===== src/rtl/wire_mem_pkg.sv =====
// Shared constants and address-window helpers for the wire-module memory.
// The window-index function turns a bus address into a window number.
package wire_mem_pkg;

    localparam logic [15:0] DEF_BASE_ADDR = 16'he664;
    localparam logic [15:0] DEF_WINDOW    = 16'h0222;

    // Field positions inside the STATUS1 word and the clear-everything bit of STATUS0 writes.
    localparam int S1_COUNT_LSB  = 0;
    localparam int S1_IDX_LSB    = 4;
    localparam int S1_VALID_BIT  = 15;
    localparam int CLEAR_ALL_BIT = 15;

    // 15 channels plus two status windows at most.
    localparam int          MAX_WINDOWS = 17;
    localparam logic [4:0]  NO_WINDOW   = 5'h1f;

    typedef enum logic [1:0] {
        WIN_NONE,
        WIN_CHAN,
        WIN_STATUS0,
        WIN_STATUS1
    } win_kind_e;

    function automatic logic [4:0] win_index(
        input logic [31:0] a,
        input logic [31:0] base,
        input logic [31:0] win,
        input int          nwin
    );
        logic [4:0] idx;
        idx = NO_WINDOW;
        for (int k = 0; k < MAX_WINDOWS; k++) begin
            if ((k < nwin) && (a >= base + 32'(k) * win) && (a < base + 32'(k + 1) * win)) begin
                idx = 5'(k);
            end
        end
        return idx;
    endfunction

endpackage


===== src/rtl/wire_cut_detector.sv =====
// One wire channel: registered ADC sample, debounce counter and sticky cut flag.
// rise is combinational and marks the edge on which the flag goes 0->1.
module wire_cut_detector #(
    parameter int VAL_WIDTH       = 7,
    parameter int CUT_THRESH      = 16,
    parameter int DEBOUNCE_CYCLES = 4
) (
    input  logic                 clk,
    input  logic                 reset,
    input  logic [VAL_WIDTH-1:0] val,
    input  logic                 clr,
    output logic [VAL_WIDTH-1:0] sample,
    output logic                 flag,
    output logic                 rise
);

    localparam int               CNT_W   = $clog2(DEBOUNCE_CYCLES + 1);
    localparam logic [CNT_W-1:0] CNT_MAX = CNT_W'(DEBOUNCE_CYCLES);

    logic [VAL_WIDTH-1:0] sample_q;
    logic                 sample_vld_q;
    logic [CNT_W-1:0]     cnt_q, cnt_d, cnt_inc;
    logic                 flag_q, flag_d;
    logic                 is_low;
    logic                 set;

    // The valid bit keeps the zeroed post-reset sample from counting as a low reading.
    always_comb begin
        is_low  = sample_vld_q && (32'(sample_q) < 32'(CUT_THRESH));
        cnt_inc = '0;
        if (is_low) begin
            cnt_inc = (cnt_q == CNT_MAX) ? CNT_MAX : cnt_q + 1'b1;
        end
        // Only the step onto CNT_MAX sets, so a cleared flag needs a full new run.
        set    = is_low && (cnt_inc == CNT_MAX) && (cnt_q != CNT_MAX);
        cnt_d  = clr ? '0 : cnt_inc;
        flag_d = set | (flag_q & ~clr);
        rise   = flag_d & ~flag_q;
    end

    always_ff @(posedge clk) begin
        if (reset) begin
            sample_q     <= '0;
            sample_vld_q <= 1'b0;
            cnt_q        <= '0;
            flag_q       <= 1'b0;
        end else begin
            sample_q     <= val;
            sample_vld_q <= 1'b1;
            cnt_q        <= cnt_d;
            flag_q       <= flag_d;
        end
    end

    assign sample = sample_q;
    assign flag   = flag_q;

endmodule


===== src/rtl/wire_bank_mem.sv =====
// Bus-mapped bank of wire-cut detectors with first-cut tracking, saturating
// cut count, status windows and write-1-to-clear of the cut flags.
module wire_bank_mem
    import wire_mem_pkg::*;
#(
    parameter int                    DATA_WIDTH      = 16,
    parameter int                    ADDR_WIDTH      = 16,
    parameter int                    NUM_WIRES       = 6,
    parameter int                    VAL_WIDTH       = 7,
    parameter logic [ADDR_WIDTH-1:0] BASE_ADDR       = DEF_BASE_ADDR,
    parameter logic [ADDR_WIDTH-1:0] WINDOW          = DEF_WINDOW,
    parameter int                    CUT_THRESH      = 16,
    parameter int                    DEBOUNCE_CYCLES = 4
) (
    input  logic                           clk,
    input  logic                           reset,
    input  logic [NUM_WIRES*VAL_WIDTH-1:0] wire_val,
    input  logic [ADDR_WIDTH-1:0]          addr,
    input  logic [DATA_WIDTH-1:0]          data,
    input  logic                           en,
    input  logic                           wren,
    output logic [DATA_WIDTH-1:0]          q,
    output logic                           cut_event
);

    logic [VAL_WIDTH-1:0]  sample_w [NUM_WIRES];
    logic [NUM_WIRES-1:0]  flag_w, rise_w, clr_w;
    logic [4:0]            win;
    win_kind_e             kind;
    logic                  wr_status0, clear_all;
    logic                  unused_data;

    logic [DATA_WIDTH-1:0] q_q, q_d;
    logic                  cut_event_q, cut_event_d;
    logic [3:0]            count_q, count_d, idx_q, idx_d;
    logic                  valid_q, valid_d;
    logic [3:0]            low_idx, base_count, base_idx;
    logic                  base_valid, rise_any;
    logic [4:0]            pop, sum;

    assign win = win_index(32'(addr), 32'(BASE_ADDR), 32'(WINDOW), NUM_WIRES + 2);

    always_comb begin
        kind = WIN_NONE;
        if (win < 5'(NUM_WIRES)) begin
            kind = WIN_CHAN;
        end else if (win == 5'(NUM_WIRES)) begin
            kind = WIN_STATUS0;
        end else if (win == 5'(NUM_WIRES + 1)) begin
            kind = WIN_STATUS1;
        end
    end

    assign wr_status0  = en && wren && (kind == WIN_STATUS0);
    assign clr_w       = wr_status0 ? data[NUM_WIRES-1:0] : '0;
    assign clear_all   = wr_status0 && data[CLEAR_ALL_BIT];
    assign unused_data = ^data;

    generate
        for (genvar gi = 0; gi < NUM_WIRES; gi++) begin : g_det
            wire_cut_detector #(
                .VAL_WIDTH       (VAL_WIDTH),
                .CUT_THRESH      (CUT_THRESH),
                .DEBOUNCE_CYCLES (DEBOUNCE_CYCLES)
            ) u_det (
                .clk    (clk),
                .reset  (reset),
                .val    (wire_val[gi*VAL_WIDTH +: VAL_WIDTH]),
                .clr    (clr_w[gi]),
                .sample (sample_w[gi]),
                .flag   (flag_w[gi]),
                .rise   (rise_w[gi])
            );
        end
    endgenerate

    // Reads see the flags and counters as they stood before this edge.
    always_comb begin
        q_d = q_q;
        if (en && !wren) begin
            case (kind)
                WIN_CHAN: begin
                    for (int k = 0; k < NUM_WIRES; k++) begin
                        if (win == 5'(k)) begin
                            q_d = DATA_WIDTH'(sample_w[k]);
                        end
                    end
                end
                WIN_STATUS0: q_d = DATA_WIDTH'(flag_w);
                WIN_STATUS1: begin
                    q_d                          = '0;
                    q_d[S1_COUNT_LSB +: 4]       = count_q;
                    q_d[S1_IDX_LSB +: 4]         = idx_q;
                    q_d[S1_VALID_BIT]            = valid_q;
                end
                default: ;
            endcase
        end
    end

    // Clear-all is applied first so that rises on the same edge are still recorded.
    always_comb begin
        rise_any = |rise_w;
        low_idx  = '0;
        pop      = '0;
        for (int k = NUM_WIRES - 1; k >= 0; k--) begin
            if (rise_w[k]) begin
                low_idx = 4'(k);
            end
        end
        for (int k = 0; k < NUM_WIRES; k++) begin
            pop = pop + 5'(rise_w[k]);
        end
        base_count = clear_all ? 4'd0 : count_q;
        base_idx   = clear_all ? 4'd0 : idx_q;
        base_valid = clear_all ? 1'b0 : valid_q;
        sum        = {1'b0, base_count} + pop;
        count_d    = (sum > 5'd15) ? 4'd15 : sum[3:0];
        valid_d    = base_valid;
        idx_d      = base_idx;
        if (!base_valid && rise_any) begin
            valid_d = 1'b1;
            idx_d   = low_idx;
        end
        cut_event_d = rise_any;
    end

    always_ff @(posedge clk) begin
        if (reset) begin
            q_q         <= '0;
            cut_event_q <= 1'b0;
            count_q     <= '0;
            idx_q       <= '0;
            valid_q     <= 1'b0;
        end else begin
            q_q         <= q_d;
            cut_event_q <= cut_event_d;
            count_q     <= count_d;
            idx_q       <= idx_d;
            valid_q     <= valid_d;
        end
    end

    assign q         = q_q;
    assign cut_event = cut_event_q;

endmodule


===== config.mk =====
export PLATFORM = sky130hd
export DESIGN_NAME = wire_bank_mem
export DESIGN_NICKNAME = d
export VERILOG_FILES = /design/src/rtl/wire_mem_pkg.sv /design/src/rtl/wire_cut_detector.sv /design/src/rtl/wire_bank_mem.sv
export SDC_FILE = /design/constraint.sdc
export NUM_CORES = 1
export LEC_CHECK = 0
export CAP_MARGIN = 10
export CORE_UTILIZATION = 55
export CTS_BUF_LIST = sky130_fd_sc_hd__clkbuf_4
export CTS_CLUSTER_DIAMETER = 80
export DETAILED_ROUTE_END_ITERATION = 10
export DONT_BUFFER_PORTS = 1
export GPL_TIMING_DRIVEN = 1
export PLACE_DENSITY_LB_ADDON = 0.25
export SYNTH_ARGS = -nofsm -noshare
export SYNTH_HDL_FRONTEND = slang
export SYNTH_SLANG_ARGS = --single-unit

===== constraint.sdc =====
create_clock -name clk -period 3.5 [get_ports clk]
set_input_delay 0.35 -clock clk [delete_from_list [all_inputs] [get_ports clk]]
set_output_delay 0.35 -clock clk [all_outputs]
set_load 0.05 [all_outputs]

; Word-level counts from Yosys, hierarchy flattened
; Cells that the tools add are included.
[totals]
out_inout_bits = 17
wordCells = 207
regBits = 93
[classes]
addsub = 12
n_reduce_logical = 44
n_eq_ne = 29
n_bitwise = 30
magnitude_cmp = 24
mux = 44
[op_table]
columns = cell, count
row1 = ">= comparator 16 bit, second input constant", 8
row2 = "< comparator 16 bit, second input constant", 8
row3 = 2-to-1 mux 16 bit, 6
row4 = case mux 16 bit (3 select lines), 1
row5 = "< comparator 7 x 5 -> 1 bit, second input constant", 6
row6 = 2-to-1 mux 5 bit, 8
row7 = 2-to-1 mux 3 bit, 13
row8 = "equality test 3 bit, second input constant", 12
row9 = 2-to-1 mux 4 bit, 9
row10 = logical AND 1 bit, 31
row11 = "equality test 5 x 3 -> 1 bit, second input constant", 4
row12 = "adder 3 x 1 -> 3 bit, second input constant", 6
row13 = "inequality test 3 bit, second input constant", 6
row14 = AND 1 bit, 12
row15 = inverter 1 bit, 12
row16 = OR reduction 2 bit, 6
row17 = "equality test 5 x 2 -> 1 bit, second input constant", 2
row18 = "inequality test 7 bit, second input constant", 1
row19 = 2-to-1 mux 2 bit, 3
row20 = 2-to-1 mux 6 bit, 1
row21 = OR 1 bit, 6
row22 = OR reduction 6 bit, 1
row23 = adder 4 x 1 -> 5 bit, 1
row24 = adder 4 x 5 -> 5 bit, 1
row25 = 15 further kinds, 19

; Depth between registers and ports, before layout
; Gate-level depths: netlist (run 1).
[depth]
word_depth = 29
depth_mapped = 15
mapped_depth_nobuf = 15

; Modules after synthesis
; A second synthesis (run 1) with hierarchy kept.
[hier_totals]
hier_cells = 473
hier_area_um2 = 4446.8
[modules_own_cells]
columns = module, cells_each, seq_area_each_um2, area_per_inst_um2, n_inst
row1 = wire_cut_detector, 38, 240.2, 415.4, 6
row2 = wire_bank_mem, 245, 340.3, 1954.4, 1

; Least setup slack after synthesis (run 1)
; No wires, ideal clock.
[synth_path]
path_type = input port to flip-flop
startpoint = input addr[9]
endpoint = register count_q[0]
path_stages = 13
n_path_buf = 1
path_slack_ns = -0.263
arrival_ns = 3.692
cell_sequence = buf_2 > nor3_1 > o31ai_2 > a2111oi_4 > nand2_2 > nand2_1 > fa_1 > fa_1 > fa_1 > fa_1 > nor2b_1 > o211ai_1 > a21oi_1
[synth_via]
elab_chain_cells = 29
word_cells_on_any_way = 75
cone_classes = add/sub (6) / order compare (18) / eq/ne (3) / mux (14) / bitwise (24) / reduce/logical (10)
[synth_rtl]
columns = item, line
row1 = from (decl), wire_bank_mem.sv:18  ; input logic [ADDR_WIDTH-1:0] addr,
row2 = >= comparator 16 bit or < comparator 16 bit (tied branches), wire_mem_pkg.sv:34  ; if ((k < nwin) && (a >= base + 32'(k) * win) && (a < base + 32'(k + 1) * win)) begin
row3 = logical AND 1 bit, wire_mem_pkg.sv:34
row4 = 2-to-1 mux 5 bit (7 in series), wire_mem_pkg.sv:34
row5 = 2-to-1 mux 5 bit *, wire_mem_pkg.sv:34
row6 = equality test 5 x 3 -> 1 bit, wire_bank_mem.sv:49  ; end else if (win == 5'(NUM_WIRES + 1)) begin
row7 = 2-to-1 mux 2 bit, wire_bank_mem.sv:49
row8 = 2-to-1 mux 2 bit, wire_bank_mem.sv:47  ; end else if (win == 5'(NUM_WIRES)) begin
row9 = 2-to-1 mux 2 bit *, wire_bank_mem.sv:45  ; if (win < 5'(NUM_WIRES)) begin
row10 = [... 7 more ...], --
row11 = adder 1 x 1 -> 2 bit, wire_bank_mem.sv:112  ; pop = pop + 5'(rise_w[k]);
row12 = adder 2 x 1 -> 3 bit, wire_bank_mem.sv:112
row13 = adder 3 x 1 -> 4 bit, wire_bank_mem.sv:112
row14 = adder 4 x 1 -> 5 bit, wire_bank_mem.sv:112
row15 = adder 5 x 1 -> 5 bit, wire_bank_mem.sv:112
row16 = adder 4 x 5 -> 5 bit *, wire_bank_mem.sv:117  ; sum = {1'b0, base_count} + pop;
row17 = > comparator 5 x 4 -> 1 bit, wire_bank_mem.sv:118  ; count_d = (sum > 5'd15) ? 4'd15 : sum[3:0];
row18 = 2-to-1 mux 4 bit *, wire_bank_mem.sv:118
row19 = to (signal assigned), wire_bank_mem.sv:138  ; count_q <= count_d;
row20 = to (decl), wire_bank_mem.sv:35  ; logic [3:0] count_q, count_d, idx_q, idx_d;
; Mark *: on every way between the ends. The rest lies on a longest branch, timed or not.
; A chain may end at the register's enable or synchronous reset.

; Final worst setup path (run 1)
[layout_path]
startpoint = register g_det[2].u_det.cnt_q[0]
endpoint = register count_q[1]
[layout_via]
elab_chain_cells = 15
word_cells_on_any_way = 17
cone_classes = add/sub (6) / order compare (1) / eq/ne (3) / mux (3) / bitwise (2) / reduce/logical (2)
[layout_rtl]
columns = item, line
row1 = from (decl), wire_cut_detector.sv:22  ; logic [CNT_W-1:0] cnt_q, cnt_d, cnt_inc;
row2 = from (signal assigned), wire_cut_detector.sv:50  ; cnt_q <= cnt_d;
row3 = adder 3 x 1 -> 3 bit or equality test 3 bit (tied branches), wire_cut_detector.sv:32  ; cnt_inc = (cnt_q == CNT_MAX) ? CNT_MAX : cnt_q + 1'b1;
row4 = 2-to-1 mux 3 bit, wire_cut_detector.sv:32
row5 = 2-to-1 mux 3 bit, wire_cut_detector.sv:31  ; if (is_low) begin
row6 = equality test 3 bit, wire_cut_detector.sv:35  ; set = is_low && (cnt_inc == CNT_MAX) && (cnt_q != CNT_MAX);
row7 = logical AND 1 bit, wire_cut_detector.sv:35
row8 = logical AND 1 bit *, wire_cut_detector.sv:35
row9 = OR 1 bit *, wire_cut_detector.sv:37  ; flag_d = set | (flag_q & ~clr);
row10 = AND 1 bit *, wire_cut_detector.sv:38  ; rise = flag_d & ~flag_q;
row11 = adder 2 x 1 -> 3 bit *, wire_bank_mem.sv:112
row12 = adder 3 x 1 -> 4 bit *, wire_bank_mem.sv:112
row13 = adder 4 x 1 -> 5 bit *, wire_bank_mem.sv:112
row14 = adder 5 x 1 -> 5 bit *, wire_bank_mem.sv:112
row15 = adder 4 x 5 -> 5 bit *, wire_bank_mem.sv:117
row16 = > comparator 5 x 4 -> 1 bit, wire_bank_mem.sv:118
row17 = 2-to-1 mux 4 bit *, wire_bank_mem.sv:118
; Marked as above.

==> results of run 1 <==
area by class of cell:
class	instances	share of cell area [%]
timing repair buffer	17	3.24
multi-input combinational	317	51.8
sequential	84	36.4
inverter	27	2.19
tap	99	2.67
clock buffer	10	1.62
clock inverter	6	2.08
worst max-delay path by stage:
stage | start | cells past startpoint | end | slack [ps]
global placement | g_det[2].u_det.sample[6] | 12 | count_q[1] | 10
floorplan | addr[7] | 13 | count_q[0] | -120
global route | g_det[0].u_det.cnt_q[0] | 11 | count_q[1] | -170
CTS | g_det[2].u_det.sample[6] | 12 | count_q[1] | -30
finish | g_det[2].u_det.cnt_q[0] | 13 | count_q[1] | -3
detailed placement | g_det[0].u_det.cnt_q[0] | 12 | count_q[1] | -140
cell families after synthesis:
kind of cell / Yosys count / synth area share (%)
other: 1 / 0.0901
AND/OR/NAND/NOR: 183 / 25.7
buffers and inverters: 52 / 5.83
multiplexers: 11 / 2.65
AO/OA/AOI/OAI: 95 / 18.7
flip-flops: 84 / 40.4
XOR/XNOR: 1 / 0.211
adder cells (fa/ha/maj): 19 / 6.44
worst max-delay path, cell delays in order, from the launching register on:
cell,delay (ps)
dfxtp_2,400
inv_2,60
ha_4,170
nor3b_4,220
o2111ai_4,170
nor2_4,120
inv_2,60
fa_1,550
fa_1,430
fa_2,370
fa_2,370
nor2b_1,140
o211ai_1,170
a21oi_1,210
sequential cells by signal, indices dropped and copies added, names as in the netlist:
| register | cells |
|---|---|
| g_det.u_det.sample | 42 |
| idx_q | 3 |
| g_det.u_det.flag | 6 |
| cut_event | 1 |
| g_det.u_det.sample_vld_q | 1 |
| valid_q | 1 |
| count_q | 4 |
| q | 8 |
| g_det.u_det.cnt_q | 18 |
cell usage after synthesis (3+ instances only):
cell type	n
inv_1	27
nand3b_1	7
or2_2	4
and3_1	12
a22o_1	6
nand3_1	9
o2bb2ai_1	6
buf_2	7
dfxtp_1	84
a211oi_1	10
a2111oi_0	3
nand2b_1	10
a31oi_1	3
o21ai_0	6
nand2_1	26
a21oi_1	17
nor2_1	24
mux2i_1	11
nor4b_1	4
nor3_1	6
o2111ai_1	5
nor2b_1	49
buf_4	8
o211ai_1	3
o211a_1	5
clkbuf_1	7
nor3_2	3
nor3b_1	4
fa_1	4
o22ai_1	10
ha_1	15
nand4_1	6
and2_1	7
routing by layer:
layer | up-vias | track usage (%)
li1 | 1601 | -
met1 | 1534 | 29.0
met2 | 113 | 40.3
met3 | 21 | 5.82
met4 | 0 | 11.0
met5 | - | 0
report_power, final:
group	switching, mW	total [mW]	internal (mW)	leakage (nW)
Combinational	0.0861	0.148	0.0621	0.938
Sequential	0.0185	1.01	0.988	0.691
Clock	0.346	0.652	0.306	0.0891
Total	0.450	1.81	1.36	1.72
stage by stage:
stage	cell area, um^2	util [%]	hold slack [ps]	TNS [ps]
finish	4630	63.5	33.7	-3.28
global route	4630	63.5	17.1	-395
CTS	4540	62.2	16.0	-26.6
detailed placement	4280	58.7	427	-352
global placement	4280	58.7	427	0
floorplan	4250	-	443	-366
timing repair:
item,4_1_cts,5_1_grt
pin swaps,4,10
hold buffers,2,0
endpoints found under the setup margin,3,4
endpoints found under the hold margin,62,0
resized for setup,7,19
setup buffers,3,3
==> summary.md, run 1 <==
| Metric | Value |
|---|---|
| TritonCTS clock tree | `yes` |
| CP arrival | `3850 ps` |
| Largest net degree at the start of global routing | `63` |
| Post-synth EDFFs | `0` |
| Gr ovfl total | `0` |
| Most common cell after layout, fill and taps aside | `dfxtp_1` |
| Worst Path Required | `about 3900 ps` |
| Worst slew pin tran | `634 ps` |
| HP Start | `wire_val[19]` |
| Iteration-0 DRC Markers | `roughly 150` |
| Post-Syn Instances | `between 400 and 500` |
| Skew final | `about 16 ps` |
| Distinct cells, synth | `62` |
| Routed WL | `about 9000 um` |
| Ys flop type | `dfxtp_1` |
| Final critical-path required period | `3500 ps` |
| Rel. slew slack | `57.7%` |
| Top cell type's share of synthesized area | `40.4%` |
| Layout cells sized above 1 | `16.9%` |
| Core Area | `approximately 7300 um^2` |
| Reg area | `between 1500 and 2000 um^2` |
| Filler cells | `between 600 and 700` |
| Avg Vias per Cell | `between 5 and 6` |
| # port buffers | `0` |
| Die X | `89.0 um` |
| Htree depth | `3` |
| Hold Vio Cnt, Final | `0` |
| MaxCap Viol Count | `0` |
| Placed Instances | `roughly 540` |
| Routed wl met3 | `between 600 and 700 um` |
| R2R depth | `13` |
| Synth Area per Inst | `~9.3 um^2` |
| Synth top area cells | `dfxtp_1, nor2b_1, ha_1` |
| Final worst path period share | `100%` |
| First-pass DRT Iterations | `4` |
| Area Overhead vs Synth | `11.4%` |
| CTS buffer count | `9` |
| Clk sinks | `84` |
| Max Root-Sink Buffers | `2` |
| Vias in the first global route | `3,097` |
| R2R Path Start | `g_det[2].u_det.cnt_q[0]` |
| Total Power | `1.81 mW` |
| HP Class | `input pin to flip-flop` |
| Number of I/O pins | `95` |
| Achievable Freq | `between 200 and 300 MHz` |
| Initial Util | `57.1%` |
| Wl on met1 | `about 3900 um` |
| Failing checks | `negative setup slack` |
| First-pass GRT wire length | `14,300 um` |
| Layout Cells excl Fill | `560` |
| Worst-path clk slew | `~150 ps` |
| Synthesized area | `4160 um^2` |
| Endpoint type of the worst setup path | `flip-flop` |
| Dpl ws | `-136 ps` |
| WL/cell | `about 16 um` |
| Site Rows | `31` |
| Pins over their slew limit | `0` |
| Residual DRC | `0` |
| Hold EP | `g_det[2].u_det.sample[5]` |
| Async S/R FF share, synth | `0%` |
| Fin nets | `about 550` |
| Latest clock arrival within the worst-skew pair | `430 ps` |
| Yosys top cell by area | `dfxtp_1` |
| CTS root buf | `clkbuf_4` |
| Status | `finished, violations left` |
| Kind of critical path | `flip-flop to flip-flop` |
| Die footprint | `between 7000 and 8000 um^2` |
| Hold Crit Depth | `1` |
| RSZ-0062 raised after global routing | `yes` |
| DRT antenna net count | `0` |
| Initial antenna violation count | `0` |
| Worst IR Drop VDD | `0.000343 V` |
| Post-DP HPWL | `around 6600 um` |
| Sequential area share after synthesis | `roughly two fifths` |
| Final GP Congestion | `0.850` |
| R2R Path End | `count_q[1]` |
| Total Routing Usage GR | `a little under a quarter` |
| Worst R2R Setup Slack | `-3 ps` |
| Pwr/cell area | `roughly 390 nW/um^2` |
| # diodes | `0` |
| Worst Setup Start Kind | `flip-flop` |
| Final setup fails | `1` |
| Met2 routed WL | `~4400 um` |
| Synthesis Warnings | `0` |
| Worst setup margin | `-3.28 ps` |
| Max FO, Critical Path | `4` |
| Static leakage | `around 1.7 nW` |
| Area occupied by multi-input gates | `2400 um^2` |
| Height of the die | `around 89 um` |
| Synthesized flop and latch total | `84` |
| Top Layer Used | `met4` |
| Commonest non-fill, non-tap cells in the layout | `dfxtp_1, nor2b_1, nand2_1` |
| Vias | `3,269` |
No activity file was read; power rests on OpenSTA's default activity.
==> run 2: changes to the inputs <==
--- a/config.mk
+++ b/config.mk
@@ -7,7 +7,6 @@
 export LEC_CHECK = 0
 export CAP_MARGIN = 10
 export CORE_UTILIZATION = 55
-export CTS_BUF_LIST = sky130_fd_sc_hd__clkbuf_4
 export CTS_CLUSTER_DIAMETER = 80
 export DETAILED_ROUTE_END_ITERATION = 10
 export DONT_BUFFER_PORTS = 1
==> summary.md, run 2 (synthesis results as in run 1) <==
| Metric | Value |
|---|---|
| Pwr/cell area | `approximately 410 nW/um^2` |
| Worst Setup Start Kind | `flip-flop` |
| TritonCTS clock tree | `yes` |
| Status | `complete, no violations` |
| MaxCap Viol Count | `0` |
| Routed WL | `about 8900 um` |
| HP Class | `input pin to flip-flop` |
| Rel. slew slack | `56.4%` |
| # port buffers | `0` |
| Final Cell Area | `roughly 4700 um^2` |
| Layout Cells excl Fill | `between 500 and 600` |
| Met1 Usage GRT | `between 20 and 30%` |
| Commonest non-fill, non-tap cells in the layout | `dfxtp_1, nor2b_1, nand2_1` |
| Vias in the first global route | `3,077` |
| RSZ-0062 raised after global routing | `yes` |
| Top Usage Layer GRT | `met2` |
| Max Root-Sink Buffers | `2` |
| Final critical-path required period | `~3400 ps` |
| Residual DRC | `0` |
| DRT antenna net count | `0` |
| Post-DP HPWL | `around 6600 um` |
| Most common cell after layout, fill and taps aside | `dfxtp_1` |
| Die footprint | `between 7000 and 8000 um^2` |
| Largest net degree at the start of global routing | `just under 70` |
| Number of I/O pins | `between 90 and 100` |
| GR Layer Usage met2 | `39.0%` |
| Final setup fails | `0` |
| Dpl cell area | `between 4000 and 5000 um^2` |
| Skew final | `approximately 7.5 ps` |
| First-pass DRT Iterations | `5` |
| Iteration-0 DRC Markers | `165` |
| Initial Util | `a little under three fifths` |
| WL/cell | `16.0 um` |
| Worst slew pin tran | `654 ps` |
| Endpoint type of the worst setup path | `flip-flop` |
| Latest clock arrival within the worst-skew pair | `roughly 350 ps` |
| Core Area | `between 7000 and 8000 um^2` |
| Avg Vias per Cell | `between 5 and 6` |
| Static leakage | `roughly 1.7 nW` |
| Site Rows | `31` |
| Vias | `3,197` |
| Layout cells sized above 1 | `between 10% and 20%` |
| Worst IR Drop VDD | `0.000372 V` |
| CP arrival | `3720 ps` |
| Pins over their slew limit | `0` |
| Kind of critical path | `flip-flop to flip-flop` |
| Placed Instances | `about 540` |
| # diodes | `0` |
| First-pass GRT wire length | `roughly 14,000 um` |
| Fin nets | `between 500 and 600` |
| Area Overhead vs Synth | `11.9%` |
| Hold Vio Cnt, Final | `0` |
| Achievable Freq | `290 MHz` |
| Final worst path period share | `98.4%` |
| CTS buffer count | `9` |
| Worst Path Required | `between 3000 and 4000 ps` |
| Met3 global-route usage | `between 6 and 7%` |
| Height of the die | `roughly 90 um` |
| Die X | `approximately 89 um` |
| Htree depth | `3` |
| Gr ovfl total | `0` |
| Final GP Congestion | `~0.85` |
| Initial antenna violation count | `0` |
| Max reg flops | `between 40 and 50` |
| CTS root buf | `clkbuf_8` |
| Worst-path clk slew | `80 ps` |
| Clk sinks | `84` |
| Max FO, Critical Path | `4` |
| Total Routing Usage GR | `about a quarter` |
-- run 2: changes by cell type in the layout (fill, tap and decap cells not counted) --
cell and delta:
dfxtp_1 +1, buf_16 -1, clkbuf_1 +1, clkbuf_4 -10
xor2_1 -1, dlygate4sd3_1 -1, clkbuf_8 +9, xor2_2 +1
dfxtp_2 -2, dfxtp_4 +1
-- run 2: per-layer routing --
metal  vias up  wire, um
met5         -         0
met4         0       222
met3        18       625
met2       104      4220
met1      1485      3850
li1       1590         -
-- run 2: what timing repair did --
action / CTS / global route
gates resized for setup: 7 / 20
buffers inserted: 2 / 4
setup endpoints to repair: 3 / 4
hold buffers: 0 / 0
pin swaps: 4 / 5
endpoints found under the hold margin: 0 / 0
-- run 2: final timing paths --
kind	from	end	slack [ps]	cells after the start
worst min-delay path	reset	g_det[1].u_det.sample[1]	60	1
worst min register to register	g_det[2].u_det.cnt_q[0]	g_det[2].u_det.cnt_q[0]	460	1
worst max register to register	g_det[2].u_det.cnt_q[0]	count_q[1]	60	13
worst max-delay path	g_det[2].u_det.cnt_q[0]	count_q[1]	60	13
-- run 2: power breakdown --
part | total (mW) | leakage (nW) | internal (mW) | switching (mW)
sequential | 1.00 | 0.691 | 0.986 | 0.0180
combinational | 0.134 | 0.922 | 0.0582 | 0.0757
clock | 0.769 | 0.109 | 0.411 | 0.358
total | 1.91 | 1.72 | 1.45 | 0.452
-- run 2: worst max-delay path: stages (launching register included) --
cell and delay [ps]:
dfxtp_4 380, inv_2 50, ha_4 160, nor3b_4 220, o2111ai_4 170, nor2_4 140, inv_2 60, fa_1 540
fa_1 430, fa_2 370, fa_2 370, nor2b_1 130, o211ai_1 150, a21oi_1 190
-- run 2: per-stage QoR --
step | worst slack (ps) | TNS (ps) | util (%) | power [mW] | hold slack, ps
2_1_floorplan | -122 | -366 | - | 1.16 | 443
3_3_place_gp | 12.7 | 0 | 58.7 | 1.15 | 427
3_5_place_dp | -136 | -352 | 58.7 | 1.15 | 427
4_1_cts | -5.91 | -5.91 | 62.3 | 1.92 | 37.5
5_1_grt | -123 | -297 | 63.9 | 1.97 | 40.7
6_report | 57.6 | 0 | 63.9 | 1.91 | 64.3
-- run 2: final cells by class --
class / count / area, um^2
inverter: 27 / 101
tap: 99 / 124
sequential: 84 / 1690
clock inverter: 6 / 96.3
fill: 625 / 2640
timing repair buffer: 15 / 113
multi-input combinational: 317 / 2410
clock buffer: 10 / 128
